===== config.mk =====
export PLATFORM = sky130hd
export DESIGN_NAME = load_store_unit
export DESIGN_NICKNAME = d
export VERILOG_FILES = /design/src/rtl/load_store_unit.sv
export SDC_FILE = /design/constraint.sdc
export NUM_CORES = 1
export LEC_CHECK = 0
export CAP_MARGIN = 0
export CORE_AREA = 10 10 124 126
export CTS_CLUSTER_SIZE = 12
export DETAILED_ROUTE_END_ITERATION = 16
export DIE_AREA = 0 0 134 136
export GPL_TIMING_DRIVEN = 0
export PLACE_DENSITY_LB_ADDON = 0.05
export SYNTH_ARGS = -nofsm -noshare
export SYNTH_HDL_FRONTEND = slang
export SYNTH_SLANG_ARGS = --single-unit

===== constraint.sdc =====
create_clock -name clk -period 2.85 [get_ports clk]
set_clock_uncertainty 0.2 [all_clocks]
set_input_delay 0.4275 -clock clk [delete_from_list [all_inputs] [get_ports clk]]
set_output_delay 0.4275 -clock clk [all_outputs]
set_load 0.05 [all_outputs]

===== src/rtl/load_store_unit.sv =====
// MEM-stage load/store initiator: word-aligned req/ack memory access with
// sub-word load extraction, read-modify-write sub-word stores and misalign detection.
module load_store_unit #(
   parameter int ADDR_W = 32
) (
   input  logic              clk,
   input  logic              rst_n,
   input  logic              op_valid,
   input  logic [3:0]        op_code,
   input  logic [ADDR_W-1:0] addr,
   input  logic [31:0]       wdata,
   output logic              busy,
   output logic              done,
   output logic              err,
   output logic [31:0]       rd_data,
   output logic              mem_req,
   output logic              mem_we,
   output logic [ADDR_W-1:0] mem_addr,
   output logic [31:0]       mem_wdata,
   input  logic [31:0]       mem_rdata,
   input  logic              mem_ack
);

   typedef enum logic [1:0] {IDLE, RD, WR, DONE} state_t;

   state_t            state, state_nxt;
   logic [3:0]        op_q;
   logic [ADDR_W-1:0] addr_q;
   logic [31:0]       wdata_q;
   logic [31:0]       rd_q;
   logic              err_q;

   logic              in_mis;
   logic [7:0]        lane_b;
   logic [15:0]       lane_h;
   logic [31:0]       load_val;
   logic [31:0]       merged;

   always_comb begin
      in_mis = 1'b0;
      case (op_code[1:0])
         2'b01:   in_mis = addr[0];
         2'b10:   in_mis = (addr[1:0] != 2'b00);
         2'b11:   in_mis = 1'b1;
         default: in_mis = 1'b0;
      endcase
   end

   // wdata_q doubles as the write word: raw data for sw, merged word for sb/sh.
   always_comb begin
      lane_b   = mem_rdata[{addr_q[1:0], 3'b000} +: 8];
      lane_h   = mem_rdata[{addr_q[1], 4'b0000} +: 16];
      load_val = mem_rdata;
      merged   = mem_rdata;
      case (op_q[1:0])
         2'b00: begin
            load_val = op_q[2] ? {24'h000000, lane_b} : {{24{lane_b[7]}}, lane_b};
            merged[{addr_q[1:0], 3'b000} +: 8] = wdata_q[7:0];
         end
         2'b01: begin
            load_val = op_q[2] ? {16'h0000, lane_h} : {{16{lane_h[15]}}, lane_h};
            merged[{addr_q[1], 4'b0000} +: 16] = wdata_q[15:0];
         end
         default: begin
            load_val = mem_rdata;
            merged   = mem_rdata;
         end
      endcase
   end

   always_ff @(posedge clk or negedge rst_n) begin
      if (!rst_n) state <= IDLE;
      else        state <= state_nxt;
   end

   always_comb begin
      state_nxt = state;
      busy      = 1'b0;
      mem_req   = 1'b0;
      mem_we    = 1'b0;
      done      = 1'b0;
      err       = 1'b0;
      case (state)
         IDLE: begin
            busy = op_valid;
            if (op_valid) begin
               if (in_mis)                           state_nxt = DONE;
               else if (op_code[3] && op_code[1])    state_nxt = WR;
               else                                  state_nxt = RD;
            end
         end
         RD: begin
            busy    = 1'b1;
            mem_req = 1'b1;
            if (mem_ack) state_nxt = op_q[3] ? WR : DONE;
         end
         WR: begin
            busy    = 1'b1;
            mem_req = 1'b1;
            mem_we  = 1'b1;
            if (mem_ack) state_nxt = DONE;
         end
         DONE: begin
            done      = 1'b1;
            err       = err_q;
            state_nxt = IDLE;
         end
         default: state_nxt = IDLE;
      endcase
   end

   always_ff @(posedge clk or negedge rst_n) begin
      if (!rst_n) begin
         op_q    <= '0;
         addr_q  <= '0;
         wdata_q <= '0;
         rd_q    <= '0;
         err_q   <= 1'b0;
      end else begin
         case (state)
            IDLE: begin
               if (op_valid) begin
                  op_q    <= op_code;
                  addr_q  <= addr;
                  wdata_q <= wdata;
                  rd_q    <= '0;
                  err_q   <= in_mis;
               end
            end
            RD: begin
               if (mem_ack) begin
                  if (op_q[3]) wdata_q <= merged;
                  else         rd_q    <= load_val;
               end
            end
            default: ;
         endcase
      end
   end

   assign rd_data   = rd_q;
   assign mem_addr  = {addr_q[ADDR_W-1:2], 2'b00};
   assign mem_wdata = wdata_q;

endmodule

Word-level counts from Yosys, hierarchy flattened
Cells that the tools add are included.
- bits in registers: 103
- add/subtract/negate cells: 2
- eq/ne operators: 12
- shifts and indexed selects: 6
- multiplexer cells: 27
- reductions and logical operators: 10
- operator list (kind ; number):
    32-bit 2-to-1 mux ; 8
    32-bit one-hot mux with 2 select lines ; 4
    32-bit bitwise mux ; 2
    16-bit by 7-bit variable shift with 32-bit output, first input constant ; 1
    8-bit by 7-bit variable shift with 32-bit output, first input constant ; 1
    16-bit by 7-bit indexed part select with 32-bit output ; 1
    32-bit by 6-bit indexed part select with 16-bit output ; 1
    32-bit by 6-bit indexed part select with 8-bit output ; 1
    8-bit by 7-bit indexed part select with 32-bit output ; 1
    5-bit negation with 7-bit output ; 2
    2-bit 2-to-1 mux ; 5
    2-bit inequality test, second input constant ; 5
    2-bit equality test, second input constant ; 4
    2-bit one-hot mux with 4 select lines ; 1
    4-bit AND reduction ; 2
    2-bit by 1-bit equality test with 1-bit output, second input constant ; 3
    1-bit 2-to-1 mux ; 5
    2-bit logical NOT ; 2
    2-bit nonzero test ; 2
    1-bit one-hot mux with 3 select lines ; 1
    3-bit AND reduction ; 1
    1-bit one-hot mux with 2 select lines ; 1
    2-bit AND reduction ; 1
    2-bit OR reduction ; 1
    1-bit logical AND ; 1

Logic depth before layout (Yosys ltp)
- word-level depth: 7
- gate-level depth with buffers: 9
- depth with buffers taken out: 6

Worst setup path after synthesis
OpenSTA, ideal clock, no wires.
- path kind: register to register
- from: reg addr_q[1]
- to: reg wdata_q[1], in the netlist mem_wdata[1]
- library setup time: 0.067 ns
- data arrival time: 2.170 ns
- required time: 2.583 ns
- setup slack: 0.413 ns
- stages on the path, launching flop included: 9
- buffers on the path: 2
- clock period less this slack: 2.437 ns
- path through: dfrtp_1 > buf_2 > inv_1 > clkbuf_1 > ha_1 > or3b_2 > o21ai_0 > a31o_2 > a221o_1
- cells in the longest elaborated chain, start to end: 7
- elaborated cells on any way between the ends: 12
- classes of those cells: add/sub: 2; shift: 4; mux: 6
- RTL lines (what ; line ; source):
    start, declared ; 28 ; logic [ADDR_W-1:0] addr_q;
    start signal, assigned ; 124 ; addr_q <= addr;
    5-bit negation with 7-bit output, on equally long branches ; 62, 58 ;
    16-bit by 7-bit indexed part select with 32-bit output, or another cell as far along ; 62 ; merged[{addr_q[1], 4'b0000} +: 16] = wdata_q[15:0];
    32-bit bitwise mux, on equally long branches ; 62, 58 ;
    32-bit one-hot mux with 2 select lines (*) ; 55 ; case (op_q[1:0])
    32-bit 2-to-1 mux (*) ; 132 ; if (op_q[3]) wdata_q <= merged;
    32-bit 2-to-1 mux (*) ; 131 ; if (mem_ack) begin
    32-bit one-hot mux with 2 select lines (*) ; 120 ; case (state)
    end signal, assigned ; 125 ; wdata_q <= wdata;
    end signal, assigned ; 132 ;
    end, declared ; 29 ; logic [31:0] wdata_q;
Mark *: on every way between the ends. The rest lies on a longest branch, timed or not. The select of a mux whose other input is x is not followed.
A chain may end at the register's enable or synchronous reset.

Worst setup path after layout
- from: reg state[0]
- to: reg wdata_q[0], in the netlist mem_wdata[0]
- cells in the longest elaborated chain, start to end: 3
- elaborated cells on any way between the ends: 8
- classes of those cells: eq/ne: 4; mux: 1; reduce/logical: 3
- RTL lines (what ; line ; source):
    start, declared ; 26 ; state_t state, state_nxt;
    start signal, assigned ; 73 ; else state <= state_nxt;
    2-bit by 1-bit equality test with 1-bit output or 2-bit logical NOT (tied branches) ; 120 ;
    2-bit inequality test (no source line) or 2-bit nonzero test (tied branches) ; n/a ;
    4-bit AND reduction (no source line) ; n/a ;
Parallel ways exist; a longest one is shown, timed or not.

==> flow_summary.yaml <==
floorplanning:
  die-width_um: 134
  die-area_mm2: 0.01822
  start_util: 0.4477
  ios: 205
  rows: 42
  core_mm2: 0.01298
  die_y_um: 136
timing:
  setup_viol_count_final: 0
  fin_hold_ws_ns: 0.2812
  final_max_slew_viol_count: 0
  fmax_mhz: 367.1
  slew_headroom: 0.4160
  hold_viol: 0
  max_slew.worst_pin.slew_ns: 0.8740
  fin_ws_ns: 0.1261
  min_period_ns: 2.724
  rsz0062_at_grt: "false"
  finalCritPeriodShare: 0.9558
place:
  gp_congestion: 0.9474
  portBuffers: 202
  dp_cells: 989
  pre_cts_slack_ns: -0.3874
  hpwl_um: 17690
setup_path:
  cp_slowest_cell: "a21oi_2"
  slowest_delay_ns: 0.50
  start_kind: "register"
  cp_data_required_time_ns: 2.92
  cp.arrival_ns: 2.79
  path_max_fanout: 10
  criticalPathCategory: "register to register"
  critPathCaptureType: "register"
  cp_cell_sequence: "inv_1 -> ha_1 -> buf_6 -> mux2i_4 -> a21oi_2 -> clkbuf_1 -> o21ai_0 -> o211ai_1"
power:
  sw_frac_of_total: 0.5176
  p_total_mw: 11.36
  p_leak_nw: 3.524
  power.share.clock: 0.112
  peakVddDrop_v: 0.0007762
  p_int_mw: 5.480
  cellPowerDensity_mw_per_mm2: 1342
  sequentialPowerShare: 0.230
  combPwrFrac: 0.659
  switching_power_mw: 5.879
routing:
  post-route-drc-count: 0
  dr.pass1.iters: 6
  drtIter0Drc: 530
  routed_wl_um: 22950
  via_per_inst: 5.749
  via_count: 5806
  ant_nets: 0
  routedWlPerCell_um: 22.72
synth:
  synth_area_mm2: 0.005811
  synth_edf_count: 0
  synth_cell_types: 52
  synth_seq_cells: 103
  yosysMostFrequentCell: "dfrtp_1"
  syn_inst: 608
  synth.top_cells.by_area: "dfrtp_1 (44%), mux2_2 (7.8%), nand2_1 (4.3%), buf_4 (4.3%), o21ai_0 (4.1%)"
  avgSynthCellArea_um2: 9.557
  yosysTopAreaCellShare: 0.4436
  ys.flop_type: "dfrtp_1"
  yosysSeqAreaShare: 0.4436
  synth_area_leader_cell: "dfrtp_1"
  netlist_top_cells_count: "dfrtp_1 (103), nand2_1 (67), o21ai_0 (48), nor3_1 (44), mux2_2 (40)"
  yosys_warnings: 0
  synth-async-reset-ratio: 1.000
clock_network:
  cts_num_sinks: 103
  clk_path_buf_depth: 2
  cts-root-buf: "clkbuf_16"
  cts_tree: "done"
  numCtsBuffers: 9
  clk_transition_reported_paths_ns: 0.07
  clk_latency_ns: 0.36
  htree_levels: 3
layout:
  fin_nets: 942
  drive_gt1_frac: 0.1427
  num_antenna_cells: 0
  area_growth_pct: 45.63
  instances_no_fill: 1010
grt:
  grt_start_max_net_pins: 61
  grt.total_usage: 0.2457
  grt_pass1_wl_um: 34800
  overflow: 0
  antenna_found_initial: 0
  grt_pass1_vias: 5971
run_status:
  status: "finished, final reports clean"
flow_run:
  cap_violations: 0
hold_path:
  hold_path.class: "register to register"
[path summary, 6_finish.rpt]
check,startpoint,to,slack [ns],cells after the start
max,state[0],mem_wdata[0],0.13,8
min,rd_data[5],rd_data[5],0.28,2
max reg2reg,state[0],mem_wdata[0],0.13,8
min reg2reg,rd_data[5],rd_data[5],0.28,2
max in group asynchronous,rst_n,mem_wdata[3],1.30,3
min in group asynchronous,rst_n,mem_wdata[12],0.44,2
[routing by layer]
layer	track usage	up-vias	share of wire
met3	0.08303	48	0.10
met2	0.4155	300	0.48
met5	0	-	0
li1	-	2622	-
met1	0.2873	2836	0.39
met4	0.08222	0	0.027
[placed cells by master (no fill, tap or decap), types with 3 or more instances in the layout]
cell type and n:
a211oi_1 15, a21oi_1 14, a221o_1 8, a221oi_1 24
a22o_1 4, a22oi_1 17, and2_1 3, buf_2 7
buf_4 39, clkbuf_1 30, clkbuf_16 9, clkbuf_8 3
clkdlybuf4s50_1 200, dfrtp_1 103, ha_1 9, inv_1 13
mux2_2 40, mux2i_1 8, nand2_1 67, nand2b_1 18
nor2_1 34, nor2b_1 6, nor3_1 44, o211ai_1 6
o21ai_0 48, o22ai_1 8, o31ai_1 4, or3_1 5
[metrics by stage]
step | instance area, µm² | setup TNS, ns | util
2_1_floorplan | 5814 | 0 | -
3_3_place_gp | 8056 | -290.69 | 0.6207
3_5_place_dp | 8087 | -12.35 | 0.6230
4_1_cts | 8423 | 0 | 0.6489
5_1_grt | 8462 | 0 | 0.6519
6_report | 8462 | 0 | 0.6519
[cell families after synthesis]
group	share of synthesized area
buffers and inverters	0.08204
AOI/OAI and AO/OA	0.1951
DFF	0.4436
muxes	0.09690
other	0.0006454
adders and majority gates	0.01938
and+or+nand+nor	0.1624
[sequential cells by signal, summed over array words and instances (netlist names)]
signal     cells
rd_data       32
mem_wdata     32
err_q          1
state          2
addr_q        32
op_q           4
[worst max-delay path, delay by kind of cell, from the launching register on]
| family | cells | cell delay, ns |
|---|---|---|
| compound gates | 3 | 0.87 |
| fa+ha+maj | 1 | 0.21 |
| mux | 1 | 0.27 |
| flops | 1 | 0.40 |
| buf+inv | 3 | 0.66 |
[power by group through the flow]
stage	logic, mW	registers (mW)	clock network (mW)
CTS	7.43	2.60	1.28
detailed placement	7.39	2.62	0
global route	7.90	2.69	1.35
finish	7.48	2.61	1.27
floorplan	3.80	3.70	0
global placement	7.29	2.60	0
[timing repair]
action	CTS	global route
hold buffers	1	0
setup buffers	3	2
endpoints found under the hold margin	43	0
gates resized for setup	2	5
pin swaps	1	1
setup endpoints to repair	55	43
[layout make-up]
class | instances | area [µm²]
well taps | 176 | 220.2
repair buffers | 210 | 2102
inverters | 14 | 56.30
plain buffers | 73 | 421.7
clock buffers | 12 | 266.5
multi-input cells | 418 | 2781
clock inverters | 4 | 36.28
fillers | 1094 | 4518
flip-flops and latches | 103 | 2577
(Power assumes the default switching activity.)
